--- src/rtl/mem_stage_bridge_if.sv ---
// Memory-stage bridge bus bundle.
// Groups the M-stage pipeline inputs, the results sent back to the pipeline and CP0,
// the data-memory port and the peripheral req/ack port into one interface.
//   slave  : the bridge itself. It consumes the pipeline, DM-read and peripheral-response
//            signals and drives stall/exc_out/rdata plus the DM and peripheral requests.
//   master : the surrounding pipeline, DM and peripheral side.
// Parameter N_DEV sets the width of the one-hot peripheral select.
interface mem_stage_bridge_if #(
    parameter int N_DEV = 2
);
    // pipeline side
    logic             load;
    logic             store;
    logic [1:0]       be_op;
    logic             ov;
    logic [31:0]      addr;
    logic [31:0]      wdata;
    logic [4:0]       exc_in;
    logic             int_req;
    logic             stall;
    logic [4:0]       exc_out;
    logic [31:0]      rdata;
    // data memory
    logic             dm_we;
    logic [3:0]       dm_be;
    logic [31:0]      dm_addr;
    logic [31:0]      dm_wd;
    logic [31:0]      dm_rd;
    // peripheral bus
    logic             pr_req;
    logic             pr_we;
    logic [N_DEV-1:0] pr_sel;
    logic [31:0]      pr_addr;
    logic [3:0]       pr_be;
    logic [31:0]      pr_wd;
    logic             pr_ack;
    logic [31:0]      pr_rd;

    modport slave (
        input  load, store, be_op, ov, addr, wdata, exc_in, int_req, dm_rd, pr_ack, pr_rd,
        output stall, exc_out, rdata, dm_we, dm_be, dm_addr, dm_wd,
               pr_req, pr_we, pr_sel, pr_addr, pr_be, pr_wd
    );

    modport master (
        output load, store, be_op, ov, addr, wdata, exc_in, int_req, dm_rd, pr_ack, pr_rd,
        input  stall, exc_out, rdata, dm_we, dm_be, dm_addr, dm_wd,
               pr_req, pr_we, pr_sel, pr_addr, pr_be, pr_wd
    );
endinterface

--- src/rtl/mem_stage_bridge.sv ---
// mem_stage_bridge: M-stage memory access unit.
// Decodes the M-stage address into the DM window or one of N_DEV peripheral windows.
// It resolves the address exceptions (AdEL=4, AdES=5) and issues the access.
// DM accesses complete in the same cycle. A peripheral access is a req/ack transaction.
// The transaction stalls the pipeline until the response has been captured.
// Ports:
//   clk    rising-edge clock
//   reset  asynchronous, active-low reset
//   bus    mem_stage_bridge_if.slave: pipeline in/out, DM port, peripheral port
// Configuration macro BUS_TIMEOUT_EN adds a watchdog on peripheral accesses.
//   When it is defined, an access that gets no ack within TIMEOUT wait cycles
//   completes with bus-error code 7 and zero read data.
//   When it is undefined, the bridge waits for the ack indefinitely.
module mem_stage_bridge #(
    parameter logic [31:0]         DM_TOP   = 32'h0000_2fff,
    parameter int                  N_DEV    = 2,
    parameter logic [N_DEV*32-1:0] DEV_BASE = {32'h7f10, 32'h7f00},
    parameter int                  DEV_SPAN = 12,
    parameter int                  RO_OFF   = 8,
    parameter int                  TIMEOUT  = 16
) (
    input  logic              clk,
    input  logic              reset,
    mem_stage_bridge_if.slave bus
);
    typedef enum logic [1:0] {S_IDLE, S_WAIT, S_DONE} state_t;

    state_t           state, next;
    logic             isDm, anyDev, isHalf, isByte, isWord, addrFault, legal, start;
    logic [N_DEV-1:0] devHit, roHit;
    logic [3:0]       be;
    logic [4:0]       excComb;
    logic [N_DEV-1:0] selQ;
    logic             weQ;
    logic [31:0]      addrQ, wdQ, rdQ;
    logic [3:0]       beQ;
    logic             toHit, toQ;

    // Window decode. The compare is done at 33 bits so a window ending at the top of the
    // address space cannot wrap.
    assign isDm = bus.addr <= DM_TOP;
    for (genvar i = 0; i < N_DEV; i++) begin : g_dev
        assign devHit[i] = ({1'b0, bus.addr} >= {1'b0, DEV_BASE[32*i+:32]}) &&
                           ({1'b0, bus.addr} <  {1'b0, DEV_BASE[32*i+:32]} + 33'(DEV_SPAN));
        assign roHit[i]  = bus.addr == DEV_BASE[32*i+:32] + 32'(RO_OFF);
    end
    assign anyDev = |devHit;

    assign isHalf = bus.be_op == 2'b01;
    assign isByte = bus.be_op == 2'b10;
    assign isWord = !(isHalf || isByte);   // be_op 11 is treated as a word access

    always_comb begin
        be = 4'b1111;
        if (isHalf)      be = bus.addr[1] ? 4'b1100 : 4'b0011;
        else if (isByte) be = 4'b0001 << bus.addr[1:0];
    end

    // Every address fault maps to the same code, so the priority list reduces to an OR.
    assign addrFault = bus.ov || !(isDm || anyDev) ||
                       (isWord && bus.addr[1:0] != 2'b00) || (isHalf && bus.addr[0]) ||
                       ((isHalf || isByte) && anyDev) || (bus.store && |roHit);
    assign excComb = ((bus.load || bus.store) && addrFault) ? (bus.load ? 5'd4 : 5'd5)
                                                            : bus.exc_in;
    assign legal = (bus.load || bus.store) && excComb == bus.exc_in &&
                   bus.exc_in == 5'd0 && !bus.int_req;

    assign bus.dm_be   = be;
    assign bus.dm_addr = bus.addr;
    assign bus.dm_wd   = bus.wdata;

`ifdef BUS_TIMEOUT_EN
    localparam int CW = $clog2(TIMEOUT + 1);
    logic [CW-1:0] toCnt;

    // toHit fires in the last allowed wait cycle, so the request is visible for the issue
    // cycle plus TIMEOUT wait cycles.
    assign toHit = state == S_WAIT && !bus.pr_ack && toCnt == CW'(TIMEOUT - 1);

    always_ff @(posedge clk or negedge reset) begin
        if (!reset) begin
            toCnt <= '0;
            toQ   <= 1'b0;
        end else begin
            if (start)               toCnt <= '0;
            else if (state == S_WAIT) toCnt <= toCnt + 1'b1;
            toQ <= toHit;   // only consulted in DONE, i.e. the cycle after leaving WAIT
        end
    end
`else
    assign toHit = 1'b0;
    assign toQ   = 1'b0;
`endif

    // The reset term keeps a held legal device access from raising pr_req while reset is
    // asserted.
    always_comb begin
        next        = state;
        start       = 1'b0;
        bus.stall   = 1'b0;
        bus.exc_out = excComb;
        bus.rdata   = bus.dm_rd;
        bus.dm_we   = 1'b0;
        bus.pr_req  = 1'b0;
        bus.pr_we   = 1'b0;
        bus.pr_sel  = '0;
        bus.pr_addr = bus.addr;
        bus.pr_be   = be;
        bus.pr_wd   = bus.wdata;
        case (state)
            S_IDLE: begin
                bus.dm_we = bus.store && legal && isDm;
                if (legal && anyDev && reset) begin
                    start      = 1'b1;
                    bus.pr_req = 1'b1;
                    bus.pr_sel = devHit;
                    bus.pr_we  = bus.store;
                    bus.stall  = 1'b1;
                    next       = S_WAIT;
                end
            end
            S_WAIT: begin
                bus.pr_req  = 1'b1;
                bus.pr_sel  = selQ;
                bus.pr_we   = weQ;
                bus.pr_addr = addrQ;
                bus.pr_be   = beQ;
                bus.pr_wd   = wdQ;
                bus.stall   = 1'b1;
                if (bus.pr_ack || toHit) next = S_DONE;
            end
            S_DONE: begin
                bus.rdata   = rdQ;
                bus.exc_out = toQ ? 5'd7 : 5'd0;
                next        = S_IDLE;
            end
            default: next = S_IDLE;
        endcase
    end

    always_ff @(posedge clk or negedge reset) begin
        if (!reset) begin
            state <= S_IDLE;
            selQ  <= '0;
            weQ   <= 1'b0;
            addrQ <= '0;
            beQ   <= '0;
            wdQ   <= '0;
            rdQ   <= '0;
        end else begin
            state <= next;
            if (start) begin
                selQ  <= devHit;
                weQ   <= bus.store;
                addrQ <= bus.addr;
                beQ   <= be;
                wdQ   <= bus.wdata;
            end
            if (state == S_WAIT && bus.pr_ack) rdQ <= bus.pr_rd;
            else if (toHit)                    rdQ <= '0;
        end
    end
endmodule

--- src/flat_wrapper.sv ---
// flat-port wrapper written by rule: the top's interface ports become plain ports
module mem_stage_bridge_flat 
#(
    parameter logic [31:0]         DM_TOP   = 32'h0000_2fff,
    parameter int                  N_DEV    = 2,
    parameter logic [N_DEV*32-1:0] DEV_BASE = {32'h7f10, 32'h7f00},
    parameter int                  DEV_SPAN = 12,
    parameter int                  RO_OFF   = 8,
    parameter int                  TIMEOUT  = 16
)
  (clk, reset, bus_load, bus_store, bus_be_op, bus_ov, bus_addr, bus_wdata, bus_exc_in, bus_int_req, bus_dm_rd, bus_pr_ack, bus_pr_rd, bus_stall, bus_exc_out, bus_rdata, bus_dm_we, bus_dm_be, bus_dm_addr, bus_dm_wd, bus_pr_req, bus_pr_we, bus_pr_sel, bus_pr_addr, bus_pr_be, bus_pr_wd);
  mem_stage_bridge_if #(.N_DEV(N_DEV)) bus_i ();
  input  logic clk;
  input  logic reset;
  input wire logic [$bits(bus_i.load)-1:0] bus_load;
  input wire logic [$bits(bus_i.store)-1:0] bus_store;
  input wire logic [$bits(bus_i.be_op)-1:0] bus_be_op;
  input wire logic [$bits(bus_i.ov)-1:0] bus_ov;
  input wire logic [$bits(bus_i.addr)-1:0] bus_addr;
  input wire logic [$bits(bus_i.wdata)-1:0] bus_wdata;
  input wire logic [$bits(bus_i.exc_in)-1:0] bus_exc_in;
  input wire logic [$bits(bus_i.int_req)-1:0] bus_int_req;
  input wire logic [$bits(bus_i.dm_rd)-1:0] bus_dm_rd;
  input wire logic [$bits(bus_i.pr_ack)-1:0] bus_pr_ack;
  input wire logic [$bits(bus_i.pr_rd)-1:0] bus_pr_rd;
  output wire logic [$bits(bus_i.stall)-1:0] bus_stall;
  output wire logic [$bits(bus_i.exc_out)-1:0] bus_exc_out;
  output wire logic [$bits(bus_i.rdata)-1:0] bus_rdata;
  output wire logic [$bits(bus_i.dm_we)-1:0] bus_dm_we;
  output wire logic [$bits(bus_i.dm_be)-1:0] bus_dm_be;
  output wire logic [$bits(bus_i.dm_addr)-1:0] bus_dm_addr;
  output wire logic [$bits(bus_i.dm_wd)-1:0] bus_dm_wd;
  output wire logic [$bits(bus_i.pr_req)-1:0] bus_pr_req;
  output wire logic [$bits(bus_i.pr_we)-1:0] bus_pr_we;
  output wire logic [$bits(bus_i.pr_sel)-1:0] bus_pr_sel;
  output wire logic [$bits(bus_i.pr_addr)-1:0] bus_pr_addr;
  output wire logic [$bits(bus_i.pr_be)-1:0] bus_pr_be;
  output wire logic [$bits(bus_i.pr_wd)-1:0] bus_pr_wd;
  assign bus_i.load = bus_load;
  assign bus_i.store = bus_store;
  assign bus_i.be_op = bus_be_op;
  assign bus_i.ov = bus_ov;
  assign bus_i.addr = bus_addr;
  assign bus_i.wdata = bus_wdata;
  assign bus_i.exc_in = bus_exc_in;
  assign bus_i.int_req = bus_int_req;
  assign bus_i.dm_rd = bus_dm_rd;
  assign bus_i.pr_ack = bus_pr_ack;
  assign bus_i.pr_rd = bus_pr_rd;
  assign bus_stall = bus_i.stall;
  assign bus_exc_out = bus_i.exc_out;
  assign bus_rdata = bus_i.rdata;
  assign bus_dm_we = bus_i.dm_we;
  assign bus_dm_be = bus_i.dm_be;
  assign bus_dm_addr = bus_i.dm_addr;
  assign bus_dm_wd = bus_i.dm_wd;
  assign bus_pr_req = bus_i.pr_req;
  assign bus_pr_we = bus_i.pr_we;
  assign bus_pr_sel = bus_i.pr_sel;
  assign bus_pr_addr = bus_i.pr_addr;
  assign bus_pr_be = bus_i.pr_be;
  assign bus_pr_wd = bus_i.pr_wd;
  mem_stage_bridge #(.DM_TOP(DM_TOP), .N_DEV(N_DEV), .DEV_BASE(DEV_BASE), .DEV_SPAN(DEV_SPAN), .RO_OFF(RO_OFF), .TIMEOUT(TIMEOUT)) u_core (.clk(clk), .reset(reset), .bus(bus_i));
endmodule
--- config.mk ---
export PLATFORM = sky130hd
export DESIGN_NAME = mem_stage_bridge_flat
export DESIGN_NICKNAME = d
export VERILOG_FILES = /design/src/rtl/mem_stage_bridge_if.sv /design/src/rtl/mem_stage_bridge.sv /design/src/flat_wrapper.sv
export SDC_FILE = /design/constraint.sdc
export NUM_CORES = 1
export LEC_CHECK = 0
export CAP_MARGIN = 15
export CORE_MARGIN = 4
export CORE_UTILIZATION = 43
export CTS_CLUSTER_DIAMETER = 60
export DETAILED_ROUTE_END_ITERATION = 8
export GPL_TIMING_DRIVEN = 0
export PLACE_DENSITY_LB_ADDON = 0.12
export SLEW_MARGIN = 30
export SYNTH_ARGS = -nofsm -noshare
export SYNTH_HDL_FRONTEND = slang
export SYNTH_SLANG_ARGS = --single-unit
--- constraint.sdc ---
create_clock -name clk -period 3.9 [get_ports clk]
set_input_delay 0.39 -clock clk [delete_from_list [all_inputs] [get_ports clk]]
set_output_delay 0.39 -clock clk [all_outputs]
set_load 0.1 [all_outputs]
# After elaboration in Yosys (flattened, before gate mapping)

Index checks and enable logic that the tools add are counted.
W data, S select, Z words.

Order comparisons: 5
Eq/ne operators: 9
Shift-type cells: 1
Multiplexer cells: 21
Reduce and logical (&&, ||, !) cells: 32

Operators by type and width:

| cell                   | count |
|---|---|
| $mux W32               | 3 |
| $eq A32 B15 Y1 const B | 2 |
| $ge A32 B15 Y1 const B | 2 |
| $lt A32 B15 Y1 const B | 2 |
| $le A32 B14 Y1 const B | 1 |
| $mux W4                | 4 |
| $logic_and A1 B1 Y1    | 15 |
| $mux W5                | 2 |
| $logic_or A1 B1 Y1     | 8 |
| $pmux W2 S2            | 2 |
| $mux W2                | 3 |
| $eq A5 B5 Y1           | 1 |
| $logic_not A5 Y1       | 1 |
| $mux W1                | 5 |
| $eq A2 B1 Y1 const B   | 2 |
| $eq A2 B2 Y1 const B   | 2 |
| $pmux W1 S2            | 2 |
| $reduce_or A2 Y1       | 2 |
| $shl A1 B2 Y4 const A  | 1 |
| $logic_not A1 Y1       | 3 |
| $logic_not A2 Y1       | 1 |
| $ne A2 B1 Y1 const B   | 1 |
| $ne A2 B2 Y1 const B   | 1 |
| $reduce_and A2 Y1      | 1 |
| $reduce_bool A2 Y1     | 1 |

Bits in registers: 105
Bits of input ports: 142
Output and inout port bits: 179

# Longest topological paths before layout

Gate-level depths: netlist of the first run.

Word-level depth: 20
Gate-level depth with buffers: 9

# Worst setup path before layout of the first run

Ideal clock, no wire load.

Path type: in2out
Start point: in bus_be_op[1]
End point: out bus_pr_be[3]
Data arrival time: 4.302 ns
Setup slack: -0.792 ns
Stages: 5
Buffers on the path: 0
Path through: inv_1 ha_1 o21ai_0 nor2_1 nor2_1

Longest elaborated chain between the ends: 4
Elaborated cells on any way between the ends: 5
Classes of those cells: eq/ne (2); mux (3)

Ends and longest elaborated chain:

| element            | RTL line                | RTL |
|---|---|---|
| start: declaration | flat_wrapper.sv:17      | `input wire logic [$bits(bus_i.be_op)-1:0] bus_be_op;` |
| $eq A2 B2 Y1       | mem_stage_bridge.sv:50  | `assign isByte = bus.be_op == 2'b10;` |
| $mux W4            | mem_stage_bridge.sv:56  | `else if (isByte) be = 4'b0001 << bus.addr[1:0];` |
| $mux W4 (*)        | mem_stage_bridge.sv:55  | `if (isHalf) be = bus.addr[1] ? 4'b1100 : 4'b0011;` |
| via bus_dm_be[3]   | flat_wrapper.sv:30      | `output wire logic [$bits(bus_i.dm_be)-1:0] bus_dm_be;` |
| $mux W4 (*)        | mem_stage_bridge.sv:110 | `case (state)` |
| end: declaration   | flat_wrapper.sv:37      | `output wire logic [$bits(bus_i.pr_be)-1:0] bus_pr_be;` |

The timed path passes the listed nets; every way through them passes the cells marked *.

# Worst setup path after layout of the first run

Start point: in bus_addr[20]
End point: out bus_stall

Longest elaborated chain between the ends: 20
Elaborated cells on any way between the ends: 30
Classes of those cells: order compare (5); eq/ne (3); mux (3); reduce/logical (19)

Ends and longest elaborated chain:

| element                                                 | RTL line                                       | RTL |
|---|---|---|
| start: declaration                                      | flat_wrapper.sv:19                             | `input wire logic [$bits(bus_i.addr)-1:0] bus_addr;` |
| $ge A32 B15 Y1 / $lt A32 B15 Y1 (equally long branches) | mem_stage_bridge.sv:43, mem_stage_bridge.sv:44 |  |
| $logic_and A1 B1 Y1                                     | mem_stage_bridge.sv:43                         | `assign devHit[i] = ({1'b0, bus.addr} >= {1'b0, DEV_BASE[32*i+:32]}) &&` |
| $reduce_or A2 Y1                                        | mem_stage_bridge.sv:47                         | `assign anyDev = \|devHit;` |
| $logic_or A1 B1 Y1                                      | mem_stage_bridge.sv:60                         | `assign addrFault = bus.ov \|\| !(isDm \|\| anyDev) \|\|` |
| $logic_not A1 Y1                                        | mem_stage_bridge.sv:60                         |  |
| $logic_or A1 B1 Y1 (2 in series)                        | mem_stage_bridge.sv:60                         |  |
| $logic_or A1 B1 Y1 (2 in series)                        | mem_stage_bridge.sv:61                         | `(isWord && bus.addr[1:0] != 2'b00) \|\| (isHalf && bus.addr[0]) \|\|` |
| $logic_or A1 B1 Y1                                      | mem_stage_bridge.sv:62                         | `((isHalf \|\| isByte) && anyDev) \|\| (bus.store && \|roHit);` |
| $logic_and A1 B1 Y1                                     | mem_stage_bridge.sv:63                         | `assign excComb = ((bus.load \|\| bus.store) && addrFault) ? (bus.load ? 5'd4 : 5'd5)` |
| $mux W5                                                 | mem_stage_bridge.sv:63                         |  |
| $eq A5 B5 Y1                                            | mem_stage_bridge.sv:65                         | `assign legal = (bus.load \|\| bus.store) && excComb == bus.exc_in &&` |
| $logic_and A1 B1 Y1 (2 in series)                       | mem_stage_bridge.sv:65                         |  |
| $logic_and A1 B1 Y1                                     | mem_stage_bridge.sv:66                         | `bus.exc_in == 5'd0 && !bus.int_req;` |
| $logic_and A1 B1 Y1 (*) (2 in series)                   | mem_stage_bridge.sv:113                        | `if (legal && anyDev && reset) begin` |
| $mux W1 (*)                                             | mem_stage_bridge.sv:113                        |  |
| $pmux W1 S2 (*)                                         | mem_stage_bridge.sv:110                        |  |
| end: declaration                                        | flat_wrapper.sv:26                             | `output wire logic [$bits(bus_i.stall)-1:0] bus_stall;` |

Mark *: on every way between the ends. The rest lies on a longest branch, timed or not.

==> impl_metrics.env, run 1 <==
export IMPL_status="completed"
export IMPL_dieArea_um2=15740
export IMPL_whs_ns=0.4685
export IMPL_viasPerCell=4.857
export IMPL_coreArea_um2=13400
export IMPL_routed_wl_um=19210
export IMPL_hold_class="flop to flop"
export IMPL_hp_start="u_core.addrQ[8]"
export IMPL_drv_cap=0
export IMPL_rsz0062_at_grt="true"
export IMPL_yosysWarnings=0
export IMPL_synth_edf_count=0
export IMPL_finalSetupViolCount=0
export IMPL_cp_data_required_time_ns=3.51
export IMPL_initial_core_util_pct=44.27
export IMPL_syn_area_um2=5932
export IMPL_layout_commonest_cell="clkdlybuf4s50_1"
export IMPL_tightestPinTransition_ns=1.046
export IMPL_grt_max_degree=61
export IMPL_cts_sinks=105
export IMPL_yosys_area_top_type="dfrtp_1"
export IMPL_grt_total_usage_pct=24.15
export IMPL_max_slew_margin_pct=30.06
export IMPL_finalClockSkew_ns=0.005434
export IMPL_route_detailed_drc=0
export IMPL_synth_cell_types=40
export IMPL_clk_insertion_delay_late_ns=0.34
export IMPL_grt_overflow_total=0
export IMPL_syn_to_final_growth_pct=63.51
export IMPL_async_flop_share_pct=100.0
export IMPL_io_buffer_count=320
export IMPL_place_gp_congestion=0.8755
export IMPL_yosysSeqAreaShare_pct=44.29
export IMPL_fmax_ghz=0.2640
export IMPL_routedWlPerCell_um=17.03
export IMPL_synthCells=614
export IMPL_timing_rr_start="u_core.state[1]"
export IMPL_powerDensity_nw_per_um2=347.0
export IMPL_cp_startpoint="bus_addr[20]"
export IMPL_synth_top_flop_cell="dfrtp_1"
export IMPL_start_kind="input port"
export IMPL_crit_chain="clkdlybuf4s50_1 > nor4_1 > nand4_1 > o31ai_4 > o2111ai_4 > clkbuf_1 > nand2_1 > buf_4 > buf_2"
export IMPL_ys_ff_latch=105
export IMPL_nNetsFinal=1091
export IMPL_cts_buffers=9
export IMPL_drt_iter0_markers=224
export IMPL_vias=5479
export IMPL_placed_cells=1111
export IMPL_finalCritPeriodShare_pct=97.14
export IMPL_ant_nets=0
export IMPL_num_rows=42
export IMPL_most_common_layout_cells="clkdlybuf4s50_1 (297), nand2_1 (201), dfrtp_1 (105)"
export IMPL_die_y_um=125.5
export IMPL_final_layout_size_suffix_gt1_share_pct=22.06
export IMPL_die_x_um=125.5
export IMPL_dr_pass1_iters=4
export IMPL_grt_pass1_vias=5878
export IMPL_dpl_cell_area_um2=9392
export IMPL_hold_viol_final=0
export IMPL_antenna_found_initial=0
export IMPL_ir_worst_vdd_v=0.0002233
export IMPL_cp_max_fo=10
export IMPL_ios=321
export IMPL_syn_avg_cell_area_um2=9.661
export IMPL_htreeDepth=3
export IMPL_dp_hpwl_um=15600
export IMPL_crit_family="buffers and inverters"
export IMPL_cp_end_kind="primary output"
export IMPL_design_area_um2=9699
export IMPL_cts_tree="done"
export IMPL_synth_top_area_share_pct=44.29
export IMPL_crit_buf_inv=4
export IMPL_finalPower_mw=3.366
export IMPL_synth_area_leaders="dfrtp_1 (44%), mux2_2 (19%), nand2_1 (13%)"
export IMPL_diodes=0
export IMPL_setup_tns_final_ns=0
export IMPL_report_final_slew_viol_count=0
export IMPL_cp_arrival_ns=3.40
export IMPL_grt_pass1_wl_um=30650
export IMPL_p_leak_nw=4.704
export IMPL_path_class="input port to primary output"
export IMPL_cts_buffer_depth=2
export IMPL_root_buffer="clkbuf_16"
export IMPL_slowest_stage="clkdlybuf4s50_1"
export IMPL_syn_nets=758
export IMPL_instances_no_fill=1128
export IMPL_post_route_min_period_ns=3.788
export IMPL_slowest_delay_ns=0.44
export IMPL_path_clk_slew_ns=0.07
[worst register-to-register path: cells and delay by family, from the launching register on]
kind            cells  cell delay, ns
compound gates      1            0.26
flops               1            0.45
buf+inv             1            0.26
simple gates        2            0.71
mux                 1            0.31
[flip-flops by register name, indices dropped and copies added, names as in the netlist]
register	count
u_core.addrQ	32
u_core.rdQ	32
u_core.wdQ	32
u_core.beQ	4
u_core.selQ	2
u_core.state	2
u_core.weQ	1
[timing repair]
action / in CTS / in global routing
resized for setup: 34 / 16
buffers inserted: 0 / 0
endpoints found under the setup margin: 20 / 9
hold buffers: 1 / 0
endpoints found under the hold margin: 41 / 0
[kinds of logic after synthesis]
kind of cell    Yosys count  share of synthesized area, %
fa+ha+maj                 2                        0.4218
buf+inv                 101                         11.01
simple gates            280                         21.05
flops                   105                         44.29
compound gates           21                         2.932
mux                     105                         20.29
[metrics by stage]
step | util, % | setup WS, ns
2_1_floorplan | - | -0.4544
3_3_place_gp | 69.91 | -3.405
3_5_place_dp | 70.08 | -0.7418
4_1_cts | 72.55 | 0.01430
5_1_grt | 72.38 | -0.1200
6_report | 72.38 | 0.1116
[synthesized netlist by cell type (5+ instances only)]
library cell	count
o21ai_0	8
mux2_4	6
inv_1	6
nand2b_1	13
dfrtp_1	105
nor2_1	14
nor4_1	7
mux2_2	98
buf_1	5
buf_4	65
nand2_1	201
and2_1	22
clkbuf_1	21
[final timing paths]
check | endpoint | slack (ns) | depth (start not counted)
max reg2reg | u_core.wdQ[3] | 1.81 | 5
min in group asynchronous | u_core.wdQ[29] | 0.54 | 2
min reg2reg | u_core.addrQ[8] | 0.47 | 1
max in group asynchronous | u_core.rdQ[15] | 2.72 | 3
max | bus_stall | 0.11 | 9
min | u_core.addrQ[8] | 0.47 | 1
[where the power goes]
part,switching (mW),total [mW],internal (mW),leakage (nW)
sequential,0.0154,1.13,1.12,1.44
clock,0.394,0.976,0.582,0.153
combinational,0.888,1.26,0.371,3.11
total,1.30,3.37,2.07,4.70
[cell type report]
cell class                 instances  area (um2)
buffer                            95       630.6
clock buffer                      12       246.5
clock inverter                     4       76.32
fill                            1004        3701
inverter                           6       22.52
multi-input combinational        408        2679
sequential                       105        2628
tap                              176       220.2
timing repair buffer             322        3197
[metal layers]
layer	vias up	track usage, %	wire [um]
met1	2622	27.54	7249
li1	2614	-	-
met3	21	7.207	1559
met5	-	0	0
met4	0	6.505	325
met2	222	43.90	10080
(Power assumes the default switching activity.)
==> inputs of run 2 (changes only) <==
--- a/config.mk
+++ b/config.mk
@@ -5,7 +5,6 @@
 export SDC_FILE = /design/constraint.sdc
 export NUM_CORES = 1
 export LEC_CHECK = 0
-export CAP_MARGIN = 15
 export CORE_MARGIN = 4
 export CORE_UTILIZATION = 43
 export CTS_CLUSTER_DIAMETER = 60
==> results of run 2 <==
Same layout as run 1: the final DEF is identical, and so are final timing and power.
